===== config.mk =====
export PLATFORM = sky130hd
export DESIGN_NAME = reg_wb_ctrl
export DESIGN_NICKNAME = d
export VERILOG_FILES = /design/src/rtl/reg_wb_pkg.sv /design/src/rtl/wb_fifo.sv /design/src/rtl/reg_wb_ctrl.sv
export SDC_FILE = /design/constraint.sdc
export NUM_CORES = 1
export LEC_CHECK = 0
export CORE_MARGIN = 2
export CORE_UTILIZATION = 23
export CTS_BUF_LIST = sky130_fd_sc_hd__clkbuf_4 sky130_fd_sc_hd__clkbuf_8 sky130_fd_sc_hd__clkbuf_16
export CTS_CLUSTER_DIAMETER = 30
export DETAILED_ROUTE_END_ITERATION = 10
export DONT_BUFFER_PORTS = 1
export PLACE_DENSITY = 0.43
export SLEW_MARGIN = 20
export SYNTH_ARGS = -nofsm -noshare
export SYNTH_HDL_FRONTEND = slang
export SYNTH_SLANG_ARGS = --single-unit

===== constraint.sdc =====
create_clock -name Clk -period 5.1 [get_ports Clk]
set_input_delay 0.765 -clock Clk [delete_from_list [all_inputs] [get_ports Clk]]
set_output_delay 0.765 -clock Clk [all_outputs]
set_load 0.005 [all_outputs]

===== src/rtl/reg_wb_pkg.sv =====
// Shared types and constants for the register-file write-back controller.
package reg_wb_pkg;

    localparam int XLEN   = 32;
    localparam int REG_AW = 5;

    // One pending register-file write: destination index plus data.
    typedef struct packed {
        logic [REG_AW-1:0] rd;
        logic [XLEN-1:0]   data;
    } wb_entry_t;

    // Which source feeds the output stage in a given cycle.
    typedef enum logic [1:0] {
        SEL_NONE = 2'd0,
        SEL_FIFO = 2'd1,
        SEL_LSU  = 2'd2,
        SEL_ALU  = 2'd3
    } wb_sel_e;

    // A query matches a pending destination only when it names a real register (x0 is never busy).
    function automatic logic rd_match(input logic [REG_AW-1:0] query, input logic [REG_AW-1:0] rd);
        return (query != '0) && (query == rd);
    endfunction

endpackage


===== src/rtl/wb_fifo.sv =====
// ALU result FIFO for the write-back controller. Besides push/pop it exposes
// a per-slot valid bit and destination index so the top can do busy and
// same-destination (WAW) comparisons against everything still queued.
module wb_fifo
    import reg_wb_pkg::*;
#(
    parameter int DEPTH = 4
) (
    input  logic                          Clk,
    input  logic                          Rst_n,
    input  logic                          push,
    input  wb_entry_t                     push_entry,
    input  logic                          pop,
    output wb_entry_t                     head,
    output logic                          full,
    output logic                          empty,
    output logic [DEPTH-1:0]              ent_valid,
    output logic [DEPTH-1:0][REG_AW-1:0]  ent_rd
);

    localparam int PW = $clog2(DEPTH);
    localparam logic [PW:0] FULL_CNT = (PW+1)'(DEPTH);

    wb_entry_t        mem_q [DEPTH];
    logic [PW-1:0]    wr_ptr_q, wr_ptr_d;
    logic [PW-1:0]    rd_ptr_q, rd_ptr_d;
    logic [PW:0]      count_q, count_d;
    logic [DEPTH-1:0] valid_q, valid_d;
    logic             push_ok;
    logic             pop_ok;

    assign full    = (count_q == FULL_CNT);
    assign empty   = (count_q == '0);
    assign push_ok = push && !full;
    assign pop_ok  = pop && !empty;
    assign head    = mem_q[rd_ptr_q];

    assign ent_valid = valid_q;

    generate
        for (genvar gi = 0; gi < DEPTH; gi++) begin : g_ent
            assign ent_rd[gi] = mem_q[gi].rd;
        end
    endgenerate

    // Next-state for pointers, occupancy and slot-valid bits; pointers wrap naturally (DEPTH is a power of two).
    always_comb begin
        wr_ptr_d = wr_ptr_q;
        rd_ptr_d = rd_ptr_q;
        count_d  = count_q;
        valid_d  = valid_q;
        if (push_ok) begin
            wr_ptr_d          = wr_ptr_q + PW'(1);
            valid_d[wr_ptr_q] = 1'b1;
        end
        if (pop_ok) begin
            rd_ptr_d          = rd_ptr_q + PW'(1);
            valid_d[rd_ptr_q] = 1'b0;
        end
        case ({push_ok, pop_ok})
            2'b10:   count_d = count_q + (PW+1)'(1);
            2'b01:   count_d = count_q - (PW+1)'(1);
            default: count_d = count_q;
        endcase
    end

    // Control state; reset empties the queue so nothing stale is ever written back.
    always_ff @(posedge Clk or negedge Rst_n) begin
        if (!Rst_n) begin
            wr_ptr_q <= '0;
            rd_ptr_q <= '0;
            count_q  <= '0;
            valid_q  <= '0;
        end else begin
            wr_ptr_q <= wr_ptr_d;
            rd_ptr_q <= rd_ptr_d;
            count_q  <= count_d;
            valid_q  <= valid_d;
        end
    end

    // Entry storage; contents are qualified by valid_q so they need no reset.
    always_ff @(posedge Clk) begin
        if (push_ok) begin
            mem_q[wr_ptr_q] <= push_entry;
        end
    end

endmodule


===== src/rtl/reg_wb_ctrl.sv =====
// Write-back controller for the RV32I register-file write port (RegWr/Rw/busW).
// Merges ALU results (buffered in wb_fifo) and LSU load results into at most
// one registered write per cycle, and reports per-source busy flags.
// Data width comes from reg_wb_pkg::XLEN.
// Optional feature: define REG_WB_BYPASS_EN to let an ALU result skip the FIFO
// and go straight to the output stage when nothing else claims it that cycle.
module reg_wb_ctrl
    import reg_wb_pkg::*;
#(
    parameter int DEPTH = 4
) (
    input  logic              Clk,
    input  logic              Rst_n,
    input  logic              alu_valid,
    output logic              alu_ready,
    input  logic [REG_AW-1:0] alu_rd,
    input  logic [XLEN-1:0]   alu_data,
    input  logic              lsu_valid,
    output logic              lsu_ready,
    input  logic [REG_AW-1:0] lsu_rd,
    input  logic [XLEN-1:0]   lsu_data,
    output logic              RegWr,
    output logic [REG_AW-1:0] Rw,
    output logic [XLEN-1:0]   busW,
    input  logic [REG_AW-1:0] q_rs1,
    input  logic [REG_AW-1:0] q_rs2,
    output logic              busy_rs1,
    output logic              busy_rs2
);

    wb_entry_t                    head;
    wb_entry_t                    push_entry;
    logic                         fifo_full;
    logic                         fifo_empty;
    logic                         fifo_push;
    logic                         fifo_pop;
    logic [DEPTH-1:0]             ent_valid;
    logic [DEPTH-1:0][REG_AW-1:0] ent_rd;
    logic [DEPTH-1:0]             lsu_hit;
    logic [DEPTH-1:0]             rs1_hit;
    logic [DEPTH-1:0]             rs2_hit;
    logic                         alu_fire;
    logic                         lsu_fire;
    logic                         alu_wr;
    logic                         lsu_wr;
    wb_sel_e                      sel;

    logic              regwr_q, regwr_d;
    logic [REG_AW-1:0] rw_q, rw_d;
    logic [XLEN-1:0]   busw_q, busw_d;

    wb_fifo #(.DEPTH(DEPTH)) u_fifo (
        .Clk        (Clk),
        .Rst_n      (Rst_n),
        .push       (fifo_push),
        .push_entry (push_entry),
        .pop        (fifo_pop),
        .head       (head),
        .full       (fifo_full),
        .empty      (fifo_empty),
        .ent_valid  (ent_valid),
        .ent_rd     (ent_rd)
    );

    // Per-slot comparators: WAW guard for loads and busy lookups for both issue queries.
    generate
        for (genvar gi = 0; gi < DEPTH; gi++) begin : g_cmp
            assign lsu_hit[gi] = ent_valid[gi] && (ent_rd[gi] == lsu_rd);
            assign rs1_hit[gi] = ent_valid[gi] && rd_match(q_rs1, ent_rd[gi]);
            assign rs2_hit[gi] = ent_valid[gi] && rd_match(q_rs2, ent_rd[gi]);
        end
    endgenerate

    // A load must wait while an older ALU result to the same register is queued.
    assign alu_ready = !fifo_full;
    assign lsu_ready = !fifo_full && !(|lsu_hit);

    assign alu_fire = alu_valid && alu_ready;
    assign lsu_fire = lsu_valid && lsu_ready;
    // Writes to x0 are accepted but discarded.
    assign alu_wr   = alu_fire && (alu_rd != '0);
    assign lsu_wr   = lsu_fire && (lsu_rd != '0);

    assign push_entry = '{rd: alu_rd, data: alu_data};

    // Output source priority: a full FIFO drains first so loads cannot starve it.
    always_comb begin
        sel = SEL_NONE;
        if (fifo_full) begin
            sel = SEL_FIFO;
        end else if (lsu_wr) begin
            sel = SEL_LSU;
        end else if (!fifo_empty) begin
            sel = SEL_FIFO;
`ifdef REG_WB_BYPASS_EN
        end else if (alu_wr) begin
            sel = SEL_ALU;
`endif
        end
    end

    assign fifo_pop  = (sel == SEL_FIFO);
    assign fifo_push = alu_wr && (sel != SEL_ALU);

    // Output stage next state; Rw/busW hold their last value on idle cycles.
    always_comb begin
        regwr_d = 1'b0;
        rw_d    = rw_q;
        busw_d  = busw_q;
        case (sel)
            SEL_FIFO: begin
                regwr_d = 1'b1;
                rw_d    = head.rd;
                busw_d  = head.data;
            end
            SEL_LSU: begin
                regwr_d = 1'b1;
                rw_d    = lsu_rd;
                busw_d  = lsu_data;
            end
            SEL_ALU: begin
                regwr_d = 1'b1;
                rw_d    = alu_rd;
                busw_d  = alu_data;
            end
            default: ;
        endcase
    end

    // Registered write port; reset drops any staged write.
    always_ff @(posedge Clk or negedge Rst_n) begin
        if (!Rst_n) begin
            regwr_q <= 1'b0;
            rw_q    <= '0;
            busw_q  <= '0;
        end else begin
            regwr_q <= regwr_d;
            rw_q    <= rw_d;
            busw_q  <= busw_d;
        end
    end

    assign RegWr = regwr_q;
    assign Rw    = rw_q;
    assign busW  = busw_q;

    // A source is busy while any queued or staged write targets it.
    assign busy_rs1 = (|rs1_hit) || (regwr_q && rd_match(q_rs1, rw_q));
    assign busy_rs2 = (|rs2_hit) || (regwr_q && rd_match(q_rs2, rw_q));

endmodule


==> results.py, run 1 <==
metrics = {
    "outcome": {
        "outcome": "finished, final reports clean",
    },
    "detailed_routing": {
        "avgViaCountPerCell": 4.199,
        "routed_wirelength_microns": 22380,
        "routed-via-count": 4556,
        "drc": 0,
        "antenna_left": 0,
        "drt_iter0_markers": 263,
        "drt-wirelength-per-cell_microns": 20.63,
        "drt_pass1_iterations": 6,
    },
    "place": {
        "numPortBuffers": 0,
        "dpl-instance-area_sq_mm": 0.009320,
        "detailedPlacementHpwl_microns": 14610,
        "globalplace.congestion": 0.7965,
    },
    "global_routing": {
        "grt_first_pass_wirelength_microns": 33640,
        "grt_max_degree": 50,
        "grt_pass1_vias": 5254,
        "antenna_violations_before_repair": 1,
        "grt_use_total": 0.1190,
        "grt_overflow_total": 0,
    },
    "finish": {
        "layout.core_utilization": 0.2636,
        "nets": 659,
        "final_layout_size_suffix_gt1_frac": 0.2160,
        "antenna_cells_inserted": 0,
        "syn2layout_area_growth_pct": 12.66,
        "ff_latch_area_sq_mm": 0.005678,
        "finished_layout_cell_area_sq_mm": 0.009953,
        "fillers": 3866,
        "multi_input_area_sq_mm": 0.002935,
    },
    "sta": {
        "timing.final.crit_share": 0.5635,
        "timing_max_transition_violations_final": 0,
        "hold_viol": 0,
        "finClkSkew_ns": 0.01324,
        "worst_slew_pin_slew_ns": 0.9362,
        "finalSetupViolCount": 0,
        "timing.max_slew.rel_slack": 0.3759,
        "timing.final.crit_period_ns": 2.874,
        "totalNegativeSetupSlack_ns": 0,
        "rsz0062_at_grt": "false",
        "fmax_mhz": 348.0,
    },
    "clock_tree": {
        "worst_setup_hold_path_clk_slew_ns": 0.08,
        "cts_num_sinks": 197,
        "tritoncts": "built",
        "h-tree-depth": 4,
        "clock_tree.buffer_depth": 2,
        "clock-root-buffer": "sky130_fd_sc_hd__clkbuf_16",
        "numCtsBuffers": 17,
        "clk_latency_ns": 0.44,
        "postCtsResizedCells": 0,
    },
    "synth": {
        "syn_area_per_cell_sq_um": 15.47,
        "netlist.top_cell.by_area": "sky130_fd_sc_hd__edfxtp_1",
        "ys_ff_latch": 197,
        "synth_enable_flop_cells": 148,
        "netlist_instances": 571,
        "synth_compound_gate_area_share": 0.01303,
        "ys_top_cells_by_area": "sky130_fd_sc_hd__edfxtp_1 (50%), sky130_fd_sc_hd__dfrtp_1 (14%), sky130_fd_sc_hd__mux4_2 (9.4%)",
        "yosysMostFrequentCell": "sky130_fd_sc_hd__edfxtp_1",
        "yosys_warnings": 0,
        "synthMuxAreaShare": 0.1520,
        "main_combinational_cell_family_by_area_after_synthesis": "multiplexers",
        "post_synth_top_area_share": 0.5030,
        "asyncSetResetFlopFracSynth": 0.2487,
        "yosysSeqAreaShare": 0.6418,
        "synthXorXnorAreaFrac": 0.07435,
        "yosys-top-cells-count": "sky130_fd_sc_hd__edfxtp_1 (148), sky130_fd_sc_hd__nand2_1 (116), sky130_fd_sc_hd__xor2_1 (54), sky130_fd_sc_hd__dfrtp_1 (49), sky130_fd_sc_hd__mux4_2 (37)",
        "synthFlopType": "sky130_fd_sc_hd__edfxtp_1",
        "synth_simple_gate_area_frac": 0.07662,
        "postSynthNetCount": 669,
        "yosys.area_share.adder": 0.01501,
        "netlist-cell-type-count": 39,
        "syn_area_sq_mm": 0.008835,
    },
    "critical_path": {
        "crit_fanout": 4,
        "endpoint_kind": "primary output",
        "critPathArrivalTime_ns": 2.11,
        "cp_data_required_time_ns": 4.34,
        "kind_of_launch_point_of_the_worst_setup_path": "flop",
        "path_class": "flop to primary output",
    },
    "die": {
        "io_pins": 130,
        "core_region_area_sq_mm": 0.03776,
        "die_h_microns": 200.0,
        "initial_core_utilization": 0.2340,
        "design.die.area_sq_mm": 0.04000,
        "fp.dieW_microns": 200.0,
        "core.rowCount": 71,
    },
    "pwr": {
        "peakVddDrop_mv": 0.2256,
        "net-switching-power_uw": 1844,
        "clock_power_share": 0.246,
        "power_report.internal_total_uw": 3778,
        "power.switching_fraction": 0.3280,
        "share_comb_of_total_power": 0.280,
        "p_leak_uw": 0.003562,
        "pwr-share-seq": 0.474,
        "power_density_mw_per_mm2": 564.8,
        "total_power_uw": 5622,
    },
    "hold_path": {
        "worstHoldPathType": "input pin to asynchronous set/reset pin",
    },
    "job": {
        "cap_viol_max_count": 0,
    },
}
[cell usage in the layout (no fill, tap or decap), types with 4 or more instances in the layout]
master,n
sky130_fd_sc_hd__mux2_2,18
sky130_fd_sc_hd__xor2_1,54
sky130_fd_sc_hd__clkbuf_16,17
sky130_fd_sc_hd__edfxtp_1,148
sky130_fd_sc_hd__buf_4,5
sky130_fd_sc_hd__nand2_1,116
sky130_fd_sc_hd__dfrtp_1,47
sky130_fd_sc_hd__and2_2,4
sky130_fd_sc_hd__inv_1,8
sky130_fd_sc_hd__mux4_2,37
sky130_fd_sc_hd__inv_8,4
sky130_fd_sc_hd__xnor2_1,21
sky130_fd_sc_hd__nor4_1,13
sky130_fd_sc_hd__mux2_4,19
sky130_fd_sc_hd__a31oi_1,4
sky130_fd_sc_hd__nand3_1,8
sky130_fd_sc_hd__ha_1,9
sky130_fd_sc_hd__a2bb2oi_1,4
[flip-flops by register name (all words and copies together) (netlist names)]
register          count
RegWr                 1
u_fifo.wr_ptr_q       2
busW                 32
u_fifo.count_q        3
u_fifo.rd_ptr_q       2
u_fifo.ent_valid      4
Rw                    5
u_fifo.mem_q        148
[layout make-up]
| type | count | share of cell area |
|---|---|---|
| clock buffer | 19 | 0.04425 |
| clock inverter | 13 | 0.01659 |
| inverter | 8 | 0.003017 |
| multi-input combinational | 331 | 0.2949 |
| sequential | 197 | 0.5705 |
| tap | 511 | 0.06424 |
| timing repair buffer | 6 | 0.006537 |
[logic make-up (layout without fill, tap and decap cells)]
kind of cell	after synthesis	after routing
buffers and inverters	43	46
adder cells (fa/ha/maj)	10	10
XOR/XNOR	75	75
AO/OA/AOI/OAI	15	15
flip-flops	197	197
multiplexers	76	76
AND/OR/NAND/NOR	155	155
[metrics by stage]
stage                     setup WS [ns]  hold WS [ns]  instances
after CTS                         2.205        0.1624       1085
final                             2.226        0.1855       1085
after global routing              2.087        0.1577       1085
after floorplan                   2.164        0.4694        571
after global placement            2.091        0.4708       1052
after detailed placement          2.060        0.4711       1052
[critical path, stage by stage (launching register included)]
cell and delay [ns]:
sky130_fd_sc_hd__edfxtp_1 0.55, sky130_fd_sc_hd__xor2_1 0.22, sky130_fd_sc_hd__nor4_1 0.37, sky130_fd_sc_hd__nand3_1 0.18, sky130_fd_sc_hd__nand2_1 0.09, sky130_fd_sc_hd__a31oi_1 0.04, sky130_fd_sc_hd__a21oi_1 0.22
[power groups by stage]
stage               clock network (uW)  logic [uW]  registers (uW)
floorplan                            0        1420            2410
global placement                     0        1590            2710
detailed placement                   0        1610            2730
CTS                               1440        1630            2690
global route                      1500        1770            2740
finish                            1380        1580            2660
[repair_timing]
action,in CTS,in global routing
hold endpoints to repair,49,0
setup buffers,0,0
hold buffers,1,0
[worst paths after layout]
path | startpoint | to | slack (ns) | depth (start not counted)
hold / removal | Rst_n | busW[1]$_DFFE_PN0P_ | 0.19 | 1
min in group Clk | alu_data[0] | u_fifo.mem_q[3][0]$_DFFE_PP_ | 0.41 | 0
hold reg to reg | u_fifo.count_q[2]$_DFFE_PN0P_ | u_fifo.count_q[2]$_DFFE_PN0P_ | 0.54 | 1
max in group asynchronous | Rst_n | u_fifo.rd_ptr_q[0]$_DFFE_PN0N_ | 4.61 | 1
setup / recovery | u_fifo.mem_q[3][32]$_DFFE_PP_ | busy_rs2 | 2.23 | 6
setup reg to reg | u_fifo.mem_q[0][32]$_DFFE_PP_ | u_fifo.count_q[2]$_DFFE_PN0P_ | 2.27 | 11
[metal layers]
| layer | global-route usage | part of all wire | routed length (microns) | vias up |
|---|---|---|---|---|
| met5 | 0 | 0 | 0 | - |
| met4 | 0.03567 | 0.014 | 308 | 0 |
| met3 | 0.03881 | 0.062 | 1398 | 19 |
| met2 | 0.2038 | 0.51 | 11340 | 111 |
| met1 | 0.1424 | 0.42 | 9333 | 2371 |
| li1 | - | - | - | 2055 |
Power figures use the tool's default switching activity.
==> run 2: changes to the inputs <==
- clock period: 5.1 -> 2.8 ns (I/O delays scaled with it)
==> run 2 against run 1 <==
Effect of this change: first-iteration DRC count shrank 43%; design area grew 2.0%; hold slack lost 0.12 ns; global-route usage grew 0.33 points; flip-flop and latch count is the same; power grew 85%; utilization grew 0.53 points; sequential share of layout area shrank 1.1 points; via count grew 3.2%; critical path type is now flop to flop; critical endpoint is now u_fifo.count_q[2]$_DFFE_PN0P_; largest cell class unchanged.
==> results.py, run 2 (synthesis gave the netlist of run 1 again) <==
metrics = {
    "pwr": {
        "net-switching-power_uw": 3508,
        "pwr-share-seq": 0.446,
        "power_report.internal_total_uw": 6871,
        "p_leak_uw": 0.003656,
        "total_power_uw": 10380,
        "peakVddDrop_mv": 0.4344,
        "share_comb_of_total_power": 0.322,
        "power_density_mw_per_mm2": 1022,
        "power.switching_fraction": 0.3380,
        "clock_power_share": 0.232,
    },
    "die": {
        "io_pins": 130,
        "fp.dieW_microns": 200.0,
        "design.die.area_sq_mm": 0.04000,
        "core_region_area_sq_mm": 0.03776,
        "core.rowCount": 71,
        "die_h_microns": 200.0,
        "initial_core_utilization": 0.2340,
    },
    "detailed_routing": {
        "drc": 0,
        "drt_iter0_markers": 151,
        "drt-wirelength-per-cell_microns": 21.11,
        "routed-via-count": 4704,
        "routed_wirelength_microns": 23310,
        "avgViaCountPerCell": 4.261,
        "drt_pass1_iterations": 4,
        "antenna_left": 0,
    },
    "global_routing": {
        "grt_max_degree": 50,
        "grt_pass1_vias": 5329,
        "grt_use_total": 0.1223,
        "grt_overflow_total": 0,
        "antenna_violations_before_repair": 1,
        "grt_first_pass_wirelength_microns": 34560,
    },
    "finish": {
        "syn2layout_area_growth_pct": 14.93,
        "largest_register_ff_count": 148,
        "finished_layout_cell_area_sq_mm": 0.01015,
        "layout.core_utilization": 0.2689,
        "final_layout_size_suffix_gt1_frac": 0.2399,
        "multi_input_area_sq_mm": 0.002942,
        "fillers": 3838,
        "largest-register": "u_fifo.mem_q",
        "most-common-layout-cells": "sky130_fd_sc_hd__edfxtp_1 (148), sky130_fd_sc_hd__nand2_1 (116), sky130_fd_sc_hd__xor2_1 (54), sky130_fd_sc_hd__dfrtp_1 (47), sky130_fd_sc_hd__mux4_2 (37)",
        "nets": 677,
        "layout_commonest_cell": "sky130_fd_sc_hd__edfxtp_1",
        "ff_latch_area_sq_mm": 0.005675,
    },
    "critical_path": {
        "crit_fanout": 3,
        "timing.critical_path.slowest_stage_cell": "sky130_fd_sc_hd__edfxtp_1",
        "crit_path_frequent_cell": "sky130_fd_sc_hd__xor2_1",
        "kind_of_launch_point_of_the_worst_setup_path": "flop",
        "cp_data_required_time_ns": 3.17,
        "slowest_delay_ns": 0.42,
        "worst-r2r-cell-count": 11,
        "critPathArrivalTime_ns": 2.98,
        "endpoint_kind": "flop",
        "path_class": "flop to flop",
        "critical_path.cell_chain": "xor2_1, nor4_2, nand3_1, and4b_4, a21oi_4, ha_1, inv_1, fa_1, xor2_1, nor2_1, xor2_1",
    },
    "sta": {
        "totalNegativeSetupSlack_ns": 0,
        "timing_max_transition_violations_final": 0,
        "timing.final.crit_share": 0.9334,
        "timing.final.crit_period_ns": 2.613,
        "finClkSkew_ns": 0.01446,
        "timing.max_slew.rel_slack": 0.3694,
        "rsz0062_at_grt": "false",
        "worst_setup_slack_after_layout_ns": 0.1866,
        "fmax_mhz": 382.6,
        "worst_slew_pin_slew_ns": 0.9458,
        "hold_viol": 0,
        "finalSetupViolCount": 0,
    },
    "clock_tree": {
        "worst_setup_hold_path_clk_slew_ns": 0.08,
        "clock-root-buffer": "sky130_fd_sc_hd__clkbuf_16",
        "h-tree-depth": 4,
        "tritoncts": "built",
        "cts_num_sinks": 197,
        "numCtsBuffers": 17,
        "clk_latency_ns": 0.45,
        "clock_tree.buffer_depth": 2,
    },
    "job": {
        "cap_viol_max_count": 0,
    },
    "outcome": {
        "outcome": "finished, final reports clean",
    },
    "place": {
        "globalplace.congestion": 0.7895,
        "detailedPlacementHpwl_microns": 15150,
        "numPortBuffers": 0,
        "dpl-instance-area_sq_mm": 0.009518,
        "detailedPlace.worstSlack_ns": 0.04815,
    },
    "hold_path": {
        "worstHoldPathType": "input pin to flop",
        "hold_depth": 0,
    },
}
## run 2: critical path: cells and delay by family, from the launching register on
kind / cells / cell delay (ns)
fa+ha+maj: 2 / 0.54
compound gates: 1 / 0.15
xor+xnor: 3 / 0.51
buf+inv: 1 / 0.05
simple gates: 4 / 0.88
flops: 1 / 0.42
## run 2: power groups by stage
stage               Sequential (uW)  Combinational, uW  Clock, uW
floorplan                      4390               2590          0
global placement               4690               3370          0
detailed placement             4720               3400          0
CTS                            4660               3440       2500
global route                   4730               3740       2620
finish                         4620               3350       2410
## run 2: per-layer routing
| layer | global-route usage | up-vias | routed length (microns) |
|---|---|---|---|
| met3 | 0.03999 | 31 | 1341 |
| met2 | 0.2055 | 109 | 11610 |
| met1 | 0.1476 | 2470 | 9914 |
| li1 | - | 2094 | - |
| met4 | 0.04143 | 0 | 446 |
| met5 | 0 | - | 0 |
## run 2: timing repair
action,CTS,global route
endpoints found under the setup margin,0,1
hold buffers,2,0
gates resized for setup,0,1
hold endpoints to repair,49,0
setup buffers,0,2
## run 2: final cells by class
cell class              count  area share
repair buffers             24     0.02859
diodes                      1   0.0002465
multi-input cells         331      0.2897
inverters                   8    0.002957
clock inverters            14     0.01392
clock buffers              18     0.04264
well taps                 511     0.06297
flip-flops and latches    197      0.5590
## run 2: worst paths after layout
check	startpoint	endpoint	slack [ns]
max	u_fifo.mem_q[1][33]$_DFFE_PP_	u_fifo.count_q[2]$_DFFE_PN0P_	0.19
min	alu_data[8]	u_fifo.mem_q[3][8]$_DFFE_PP_	0.06
max reg2reg	u_fifo.mem_q[1][33]$_DFFE_PP_	u_fifo.count_q[2]$_DFFE_PN0P_	0.19
min reg2reg	u_fifo.count_q[0]$_DFFE_PN0P_	u_fifo.count_q[0]$_DFFE_PN0P_	0.55
max in group asynchronous	Rst_n	u_fifo.rd_ptr_q[0]$_DFFE_PN0N_	1.96
min in group asynchronous	Rst_n	Rw[3]$_DFFE_PN0P_	0.55
## run 2: per-stage QoR
step,std cells,hold WS (ns)
6_report,1104,0.06148
5_1_grt,1103,0.01884
4_1_cts,1101,0.02611
3_5_place_dp,1067,0.1258
3_3_place_gp,1067,0.1258
2_1_floorplan,571,0.1244
